`src/rtl/rtc_access_scheduler_pkg.sv`:
```
// Shared definitions for the RTC bus access scheduler: state encoding,
// RTC field indices and default slot lengths.
package rtc_access_scheduler_pkg;

    typedef enum logic [2:0] {
        IDLE    = 3'd0,
        RD_GO   = 3'd1,
        RD_WAIT = 3'd2,
        WR_GO   = 3'd3,
        WR_WAIT = 3'd4
    } state_t;

    // Field-read engine indices
    localparam logic [2:0] SEG  = 3'd0;
    localparam logic [2:0] MIN  = 3'd1;
    localparam logic [2:0] HORA = 3'd2;
    localparam logic [2:0] DIA  = 3'd3;
    localparam logic [2:0] MES  = 3'd4;
    localparam logic [2:0] ANIO = 3'd5;

    localparam int DEF_SLOT_LEN    = 36;
    localparam int DEF_WR_SLOT_LEN = 36;

endpackage

```
`src/rtl/rtc_access_scheduler_slot_timer.sv`:
```
// Slot timer: cleared when a slot starts, counts while the bus is busy and
// flags the last cycle of the slot.
module slot_timer (
    input  logic       clk,
    input  logic       reset,
    input  logic       load,
    input  logic       run,
    input  logic [7:0] len_m1,
    output logic       done
);

    logic [7:0] cnt;

    // Count register: cleared on slot entry, advances every busy cycle
    always_ff @(posedge clk or posedge reset) begin
        if (reset)     cnt <= 8'd0;
        else if (load) cnt <= 8'd0;
        else if (run)  cnt <= cnt + 8'd1;
    end

    assign done = run && (cnt == len_m1);

endmodule

```
`src/rtl/rtc_access_scheduler.sv`:
```
// Arbitrates the shared RTC bus between periodic field-read scans and
// write requests. Writes preempt a scan at slot boundaries; the scan then
// resumes at the next field. Slots are issued back to back.
module rtc_access_scheduler
    import rtc_access_scheduler_pkg::*;
#(
    parameter int N_FIELDS    = 6,
    parameter int SLOT_LEN    = DEF_SLOT_LEN,
    parameter int WR_SLOT_LEN = DEF_WR_SLOT_LEN
) (
    input  logic                clk,
    input  logic                reset,
    input  logic                enable,
    input  logic                tick,
    input  logic                wr_req,
    output logic [N_FIELDS-1:0] rd_go,
    output logic                wr_go,
    output logic                wr_ack,
    output logic                bus_busy,
    output logic [2:0]          field_idx,
    output logic                scan_done,
    output logic                overrun
);

    localparam logic [7:0] RD_LEN_M1 = 8'(SLOT_LEN - 1);
    localparam logic [7:0] WR_LEN_M1 = 8'(WR_SLOT_LEN - 1);
    localparam logic [2:0] LAST_FLD  = 3'(N_FIELDS - 1);

    state_t     state, state_d;
    logic [2:0] fidx, fidx_d;
    logic       pending, pending_d;
    logic       intr, intr_d;
    logic       done_d;
    logic       armed;
    logic       slot_done, load, tick_v, start, abandon;
    logic       rd_slot, wr_slot;

    assign rd_slot = (state == RD_GO) || (state == RD_WAIT);
    assign wr_slot = (state == WR_GO) || (state == WR_WAIT);
    assign tick_v  = tick && enable;

    slot_timer u_timer (
        .clk    (clk),
        .reset  (reset),
        .load   (load),
        .run    (bus_busy),
        .len_m1 (wr_slot ? WR_LEN_M1 : RD_LEN_M1),
        .done   (slot_done)
    );

    // State, field index, pending/interrupted flags and scan_done pulse
    always_ff @(posedge clk or posedge reset) begin
        if (reset) begin
            state     <= IDLE;
            fidx      <= 3'd0;
            pending   <= 1'b0;
            intr      <= 1'b0;
            scan_done <= 1'b0;
            armed     <= 1'b0;
        end else begin
            state     <= state_d;
            fidx      <= fidx_d;
            pending   <= pending_d;
            intr      <= intr_d;
            scan_done <= done_d;
            armed     <= 1'b1;
        end
    end

    // Next-state selection at idle and at slot boundaries
    always_comb begin
        state_d   = state;
        fidx_d    = fidx;
        intr_d    = intr;
        done_d    = 1'b0;
        start     = 1'b0;
        abandon   = 1'b0;
        case (state)
            IDLE: begin
                // armed holds off slot starts at the first edge after reset
                if (enable && armed) begin
                    if (wr_req) begin
                        state_d = WR_GO;
                    end else if (tick || pending) begin
                        state_d = RD_GO;
                        fidx_d  = 3'd0;
                        start   = 1'b1;
                    end
                end
            end
            RD_GO: state_d = RD_WAIT;
            RD_WAIT: begin
                if (slot_done) begin
                    if (!enable) begin
                        abandon = 1'b1;
                    end else begin
                        if (fidx == LAST_FLD) done_d = 1'b1;
                        if (wr_req) begin
                            state_d = WR_GO;
                            // a write after the last field leaves nothing to resume
                            if (fidx == LAST_FLD) fidx_d = 3'd0;
                            else                  intr_d = 1'b1;
                        end else if (fidx != LAST_FLD) begin
                            state_d = RD_GO;
                            fidx_d  = fidx + 3'd1;
                        end else begin
                            state_d = IDLE;
                            fidx_d  = 3'd0;
                        end
                    end
                end
            end
            WR_GO: state_d = WR_WAIT;
            WR_WAIT: begin
                if (slot_done) begin
                    if (!enable) begin
                        abandon = 1'b1;
                    end else if (intr) begin
                        state_d = RD_GO;
                        fidx_d  = fidx + 3'd1;
                        intr_d  = 1'b0;
                    end else if (wr_req) begin
                        state_d = WR_GO;
                    end else if (tick || pending) begin
                        state_d = RD_GO;
                        fidx_d  = 3'd0;
                        start   = 1'b1;
                    end else begin
                        state_d = IDLE;
                    end
                end
            end
            default: state_d = IDLE;
        endcase
        if (abandon) begin
            state_d = IDLE;
            fidx_d  = 3'd0;
            intr_d  = 1'b0;
        end
    end

    // Pending scan: a new scan start consumes it, a qualified tick sets it
    always_comb begin
        pending_d = pending;
        if (abandon || start) pending_d = 1'b0;
        else if (tick_v)      pending_d = 1'b1;
    end

    // Load the slot timer on entry to either go state
    always_comb begin
        load = (state_d == RD_GO) || (state_d == WR_GO);
    end

    assign rd_go     = (state == RD_GO) ? ({{(N_FIELDS-1){1'b0}}, 1'b1} << fidx) : '0;
    assign wr_go     = (state == WR_GO);
    assign wr_ack    = wr_go;
    assign bus_busy  = (state != IDLE);
    assign field_idx = rd_slot ? fidx : 3'd0;
    assign overrun   = tick_v && pending;

endmodule

```
`config.mk`:
```
export PLATFORM = sky130hd
export DESIGN_NAME = rtc_access_scheduler
export DESIGN_NICKNAME = d
export VERILOG_FILES = /design/src/rtl/rtc_access_scheduler_pkg.sv /design/src/rtl/rtc_access_scheduler_slot_timer.sv /design/src/rtl/rtc_access_scheduler.sv
export SDC_FILE = /design/constraint.sdc
export NUM_CORES = 1
export LEC_CHECK = 0
export BUFFER_PORTS_ARGS = -buffer_cell sky130_fd_sc_hd__buf_4
export CELL_PAD_IN_SITES_DETAIL_PLACEMENT = 0
export CELL_PAD_IN_SITES_GLOBAL_PLACEMENT = 1
export CORE_MARGIN = 2
export CORE_UTILIZATION = 39
export DETAILED_ROUTE_END_ITERATION = 10
export PLACE_DENSITY = 0.84
export SLEW_MARGIN = 20
export SYNTH_ARGS = -nofsm -noshare
export SYNTH_HDL_FRONTEND = slang
export SYNTH_HIERARCHICAL = 1
export SYNTH_SLANG_ARGS = --single-unit
export TNS_END_PERCENT = 1
```
`constraint.sdc`:
```
create_clock -name clk -period 2.2 [get_ports clk]
set_input_delay 0.44 -clock clk [delete_from_list [all_inputs] [get_ports clk]]
set_output_delay 0.44 -clock clk [all_outputs]
set_load 0.02 [all_outputs]
```
# Yosys cells after proc, flatten, opt, wreduce, memory -nomap -nowiden
# Cells that the tools add are included.
# totals
n_memories	0
romBits	0
wordCells	99
inputBits	5
mem_bits_rw	0
latch_bits	0
out_inout_bits	14
ff_bits	18
# op_classes
multipliers	0
add_sub_neg	2
reduce_logical	17
n_bitwise	0
mux	55
shift	1
n_div	0
n_eq_ne	17
order_cmp	0
# op_table
cell	n
$mux 3	21
$mux 1	24
$ne 3x3->1 const B	8
$mux 8	2
$pmux 3 s5	1
$reduce_and 7->1	2
$eq 3x2->1 const B	3
$pmux 3 s3	1
$add 8x1->8 const B	1
$eq 8x6->1 const B	1
$eq 3x1->1 const B	2
$eq 3x3->1 const B	2
$mux 2	3
$mux 6	1
$reduce_bool 3->1	2
$shl 1x3->6 const A	1
$logic_and 1x1->1	4
$logic_or 1x1->1	4
$ne 4x3->1 const B	1
$pmux 1 s2	2
$reduce_bool 2->1	2
$reduce_bool 4->1	1
$add 3x1->3 const B	1
$logic_not 3->1	1
$reduce_or 2->1	1

# Longest topological paths before layout
# logic_depth
depth_word	11
ltp_mapped	12
mapped_depth_nobuf	8

# Modules after synthesis
# The synthesis kept the hierarchy.
# modules_own_cells
module	cells_each	instances	seq_area_each_um2	area_each_um2
rtc_access_scheduler	107	1	250.2	912.1
slot_timer	51	1	200.2	478.0

# Worst setup path after synthesis
# Ideal clock, no wire load.
# synth_timing
path_kind	reg2reg
startpoint	reg state[0]
endpoint	reg u_timer.cnt[0]
path_stages_with_launch	13
arrival_time_ns	2.298
period_less_slack_ns	2.426
setup_slack_ns	-0.226
setup_ns	0.128
n_path_buf	4
required_ns	2.072
path_cell_list	dfrtp_1 -> clkbuf_1 -> or3_2 -> buf_2 -> nand2_1 -> nor3_1 -> buf_2 -> nand3_1 -> a21oi_1 -> o21ai_1 -> a21boi_1 -> buf_1 -> nor2_1
# synth_between
elab_chain_len	8
elab_cells_between_ends	24
cone_classes	eq/ne: 6; mux: 12; reduce/logical: 6
# synth_lines
element	line	text
from (decl)	rtc_access_scheduler.sv:29	state_t state, state_d;
from (signal assigned)	rtc_access_scheduler.sv:61	state <= state_d;
$reduce_bool 3->1 *	rtc_access_scheduler.sv:157	assign bus_busy = (state != IDLE);
via bus_busy	rtc_access_scheduler.sv:19	output logic bus_busy,
$logic_and 1x1->1 *	rtc_access_scheduler_slot_timer.sv:21	assign done = run && (cnt == len_m1);
via slot_done	rtc_access_scheduler.sv:35	logic slot_done, load, tick_v, start, abandon;
$mux 3 (tied with other cells)	rtc_access_scheduler.sv:115	if (slot_done) begin
$pmux 3 s5 / $mux 1 (equally long branches)	n/a	
$mux 3 *	rtc_access_scheduler.sv:135	if (abandon) begin
$eq 3x1->1 / $eq 3x2->1 (equally long branches)	rtc_access_scheduler.sv:151	load = (state_d == RD_GO) || (state_d == WR_GO);
$logic_or 1x1->1 *	rtc_access_scheduler.sv:151	
via load	rtc_access_scheduler.sv:35	
$mux 8 / $reduce_bool 2->1 (equally long branches)	n/a	
to (signal assigned)	rtc_access_scheduler_slot_timer.sv:18	else if (run) cnt <= cnt + 8'd1;
to (decl)	rtc_access_scheduler_slot_timer.sv:12	logic [7:0] cnt;
# Mark *: on every way through the listed nets, which the timed path passes. The rest lies on a longest branch.
# A chain may end at the register's enable or synchronous reset.

# Final worst setup path
# layout_timing
startpoint	reg state[2]
endpoint	out field_idx[2]
# layout_between
elab_chain_len	3
elab_cells_between_ends	4
cone_classes	eq/ne: 2; mux: 1; reduce/logical: 1
# layout_lines
element	line	text
$eq 3x1->1 / $eq 3x2->1 (equally long branches)	rtc_access_scheduler.sv:38	assign rd_slot = (state == RD_GO) || (state == RD_WAIT);
$logic_or 1x1->1 *	rtc_access_scheduler.sv:38	
$mux 3 *	rtc_access_scheduler.sv:158	assign field_idx = rd_slot ? fidx : 3'd0;
to (decl)	rtc_access_scheduler.sv:20	output logic [2:0] field_idx,
# Mark *: on every way between the ends. The rest lies on a longest branch, timed or not.

==> key figures <==
Synth
  • Post-synth EDFFs: 0
  • Cells after Synth: between 150 and 200
  • Flops & latches, synth: 18
  • Post-Syn Area: around 1400 µm²
  • Post-synthesis sequential area ratio: 32.4%
  • Share of synthesized registers carrying an async set or reset: 100%
  • Mean area per synthesized cell: between 8 and 9 µm²
  • Ys flop type: dfrtp_1
  • Synth Warn #: 6
  • Netlist cell types: 52

STA
  • Final worst path period need: 2.07 ns
  • RSZ-0062 raised after global routing: false
  • Final period utilization: 93.9%
  • Final worst slack: 0.134 ns
  • Setup TNS: 0 ns
  • Setup-failing EPs final: 0
  • Final max-slew violation count: 0
  • Hold Fails Final Rpt: 0
  • Worst Skew: about 0.004 ns
  • Fmax: between 400 and 500 MHz

Setup path
  • Crit start category: flop
  • WP buf/inv: 2
  • Worst Path Max Fanout: 16
  • Critical Path, Cell by Cell: buf_4 -> nand2b_1 -> o21ai_1 -> and2_1 -> buf_4
  • Cell repeated most along the worst path: buf_4
  • Worst setup EP type: output port
  • CP arrival: roughly 1.6 ns
  • Worst stage delay on the critical path: ~0.4 ns
  • Largest delay contributor family on the critical path: flip-flops
  • CP Data Required Time: ~1.8 ns
  • Worst-case reg-to-reg path depth: 10
  • WP depth: 5
  • CP Class: reg -> out
  • Crit-path slowest cell: dfrtp_1
  • Worst r2r src: u_timer/cnt[2]
  • R2R Path End: u_timer/cnt[0]
  • R2R Setup Slk: approximately 0.17 ns

Pwr
  • Pleak: between 0.7 and 0.8 nW
  • Worst IR Drop VDD: roughly 410 µV
  • Power, Total: approximately 0.0016 W
  • Pwr dens: 1010 nW/µm²

Route
  • ANT nets after route: 0
  • DRC: 0
  • Via/cell ratio: 5.36
  • Total routed wirelength: approximately 3 mm
  • Iter 0 DRT Violations: 59
  • Drt pass-1 iters: 4
  • Routed vias: approximately 1200
  • Routed length per instance: between 10 and 15 µm

Clocking
  • CTS tree: built
  • Hold_buf cts: 0
  • CTS root buf: clkbuf_4
  • Clk_lat worst skew: a little under 0.3 ns
  • CTS H-tree depth: 1
  • Clk sink count: 18
  • CTS clk-pin slew, worst paths: ~0.10 ns
  • Clock Path Buffers: 2
  • Setup bufs post-CTS: 0
  • Num CTS Buffers: 3

Global route
  • Largest net degree at the start of global routing: 17
  • Total global-route track usage: 15.8%
  • Total gr overflow: 0
  • Initial antenna violation count: 0
  • Vias in the first global route: 1123
  • Global-route wire length before repair: slightly above 5 mm

Layout
  • Area grow syn2layout: 17.2%
  • Register Area: 450 µm²
  • Nets: around 190
  • Share of layout cells above drive strength 1: between 20% and 30%
  • Layout fillers: ~320
  • Multi-input gate area: between 800 and 900 µm²
  • Antenna diodes: 0

Run status
  • Status: complete, no violations

Floorplan
  • Initial Util: approximately two fifths
  • Site Rows: 21
  • Die Wd: 63.7 µm
  • Die area: 4060 µm²
  • Area of the core: 3390 µm²
  • Ports: 19
  • Die Y: ~64 µm

Worst hold path
  • Worst hold path class: in -> async

Place
  • Final Wtd Congestion: roughly 0.88
  • Port bufs: 18
  • Post-DP HPWL: 2.34 mm
  • Pre-CTS WS: 0.189 ns

Flow run
  • Max Cap Viol: 0
## layout make-up
| cell class | instances | area share, % |
|---|---|---|
| sequential | 18 | 27.6 |
| clock buffer | 4 | 2.23 |
| timing repair buffer | 23 | 10.6 |
| multi-input combinational | 131 | 54.6 |
| tap | 46 | 3.53 |
| inverter | 6 | 1.38 |
## cells in the mapped netlist (2+ instances only)
master,count,area share [%]
and3b_2,2,1.4
ha_1,6,5.4
or3_1,3,1.4
a22oi_1,2,1.1
nand2_1,11,3.0
nand4_1,5,2.3
o21ai_0,7,2.5
mux2i_1,4,2.9
inv_1,6,1.6
xor2_1,4,2.5
a211oi_2,2,1.8
and3_1,2,0.90
and2_1,8,3.6
a21oi_1,7,2.5
nor2_1,12,3.2
nand2b_1,2,0.90
conb_1,2,0.54
dfrtp_1,18,32
o22ai_1,3,1.4
nand3_1,5,1.8
nor3_1,3,1.1
buf_6,2,1.6
buf_2,2,0.72
clkbuf_1,3,0.81
xnor2_1,9,5.7
a21boi_1,2,1.1
## per-layer routing
layer | track usage [%] | vias to the layer above | part of all wire, %
met5 | 0 | - | 0
met4 | 2.99 | 0 | 0.59
met3 | 4.11 | 2 | 2.9
met2 | 26.6 | 18 | 50
met1 | 20.6 | 607 | 47
li1 | - | 594 | -
## registers in the layout (all words and copies together) (netlist names)
name,cells
intr,1
pending,1
fidx,3
u_timer/cnt,8
state,3
scan_done,1
armed,1
## report_power, final
part           internal, W  switching [W]
clock             0.000101       0.000102
combinational     0.000405       0.000503
sequential        0.000419       0.000117
## through the flow
| stage | cells | cell area [µm²] | utilization, % | hold slack (ns) |
|---|---|---|---|---|
| floorplan | 165 | 1420 | - | 0.256 |
| global placement | 224 | 1590 | 46.9 | 0.418 |
| detailed placement | 224 | 1590 | 46.9 | 0.422 |
| CTS | 228 | 1630 | 48.0 | 0.0951 |
| global route | 228 | 1630 | 48.1 | 0.105 |
| finish | 228 | 1630 | 48.1 | 0.0902 |
## placed cells by master, fill, tap and decap left out, types with 4 or more instances in the layout
cell,Yosys,final
nand4_1,5,5
mux2i_1,4,4
a21oi_1,7,7
and2_1,8,8
inv_1,6,6
buf_4,1,23
nand2_1,11,11
nand3_1,5,5
ha_1,6,6
conb_1,2,9
xnor2_1,9,9
dfrtp_1,18,18
o21ai_0,7,6
xor2_1,4,4
nor2_1,12,11
## worst max path at each step
| stage | slack [ns] | endpoint | from |
|---|---|---|---|
| floorplan | 0.02 | u_timer/cnt[0] | state[0] |
| global placement | 0.27 | u_timer/cnt[0] | u_timer/cnt[2] |
| detailed placement | 0.19 | u_timer/cnt[6] | u_timer/cnt[2] |
| CTS | 0.03 | field_idx[2] | state[2] |
| global route | 0.03 | u_timer/cnt[0] | u_timer/cnt[2] |
| finish | 0.13 | field_idx[2] | state[2] |
## repair_timing
| item | in CTS | in global routing |
|---|---|---|
| setup endpoints to repair | 0 | 6 |
| gates resized for setup | 0 | 2 |
| endpoints found under the hold margin | 0 | 0 |
## logic make-up (layout without fill, tap and decap cells)
family,after synthesis,in the layout,share of synthesized area [%]
fa+ha+maj,6,6,5.40
compound gates,31,31,15.6
mux,4,4,2.88
other cells,2,9,0.540
xor+xnor,13,13,8.19
flops,18,18,32.4
buf+inv,16,33,5.94
simple gates,68,68,29.1
(Power assumes the default switching activity.)
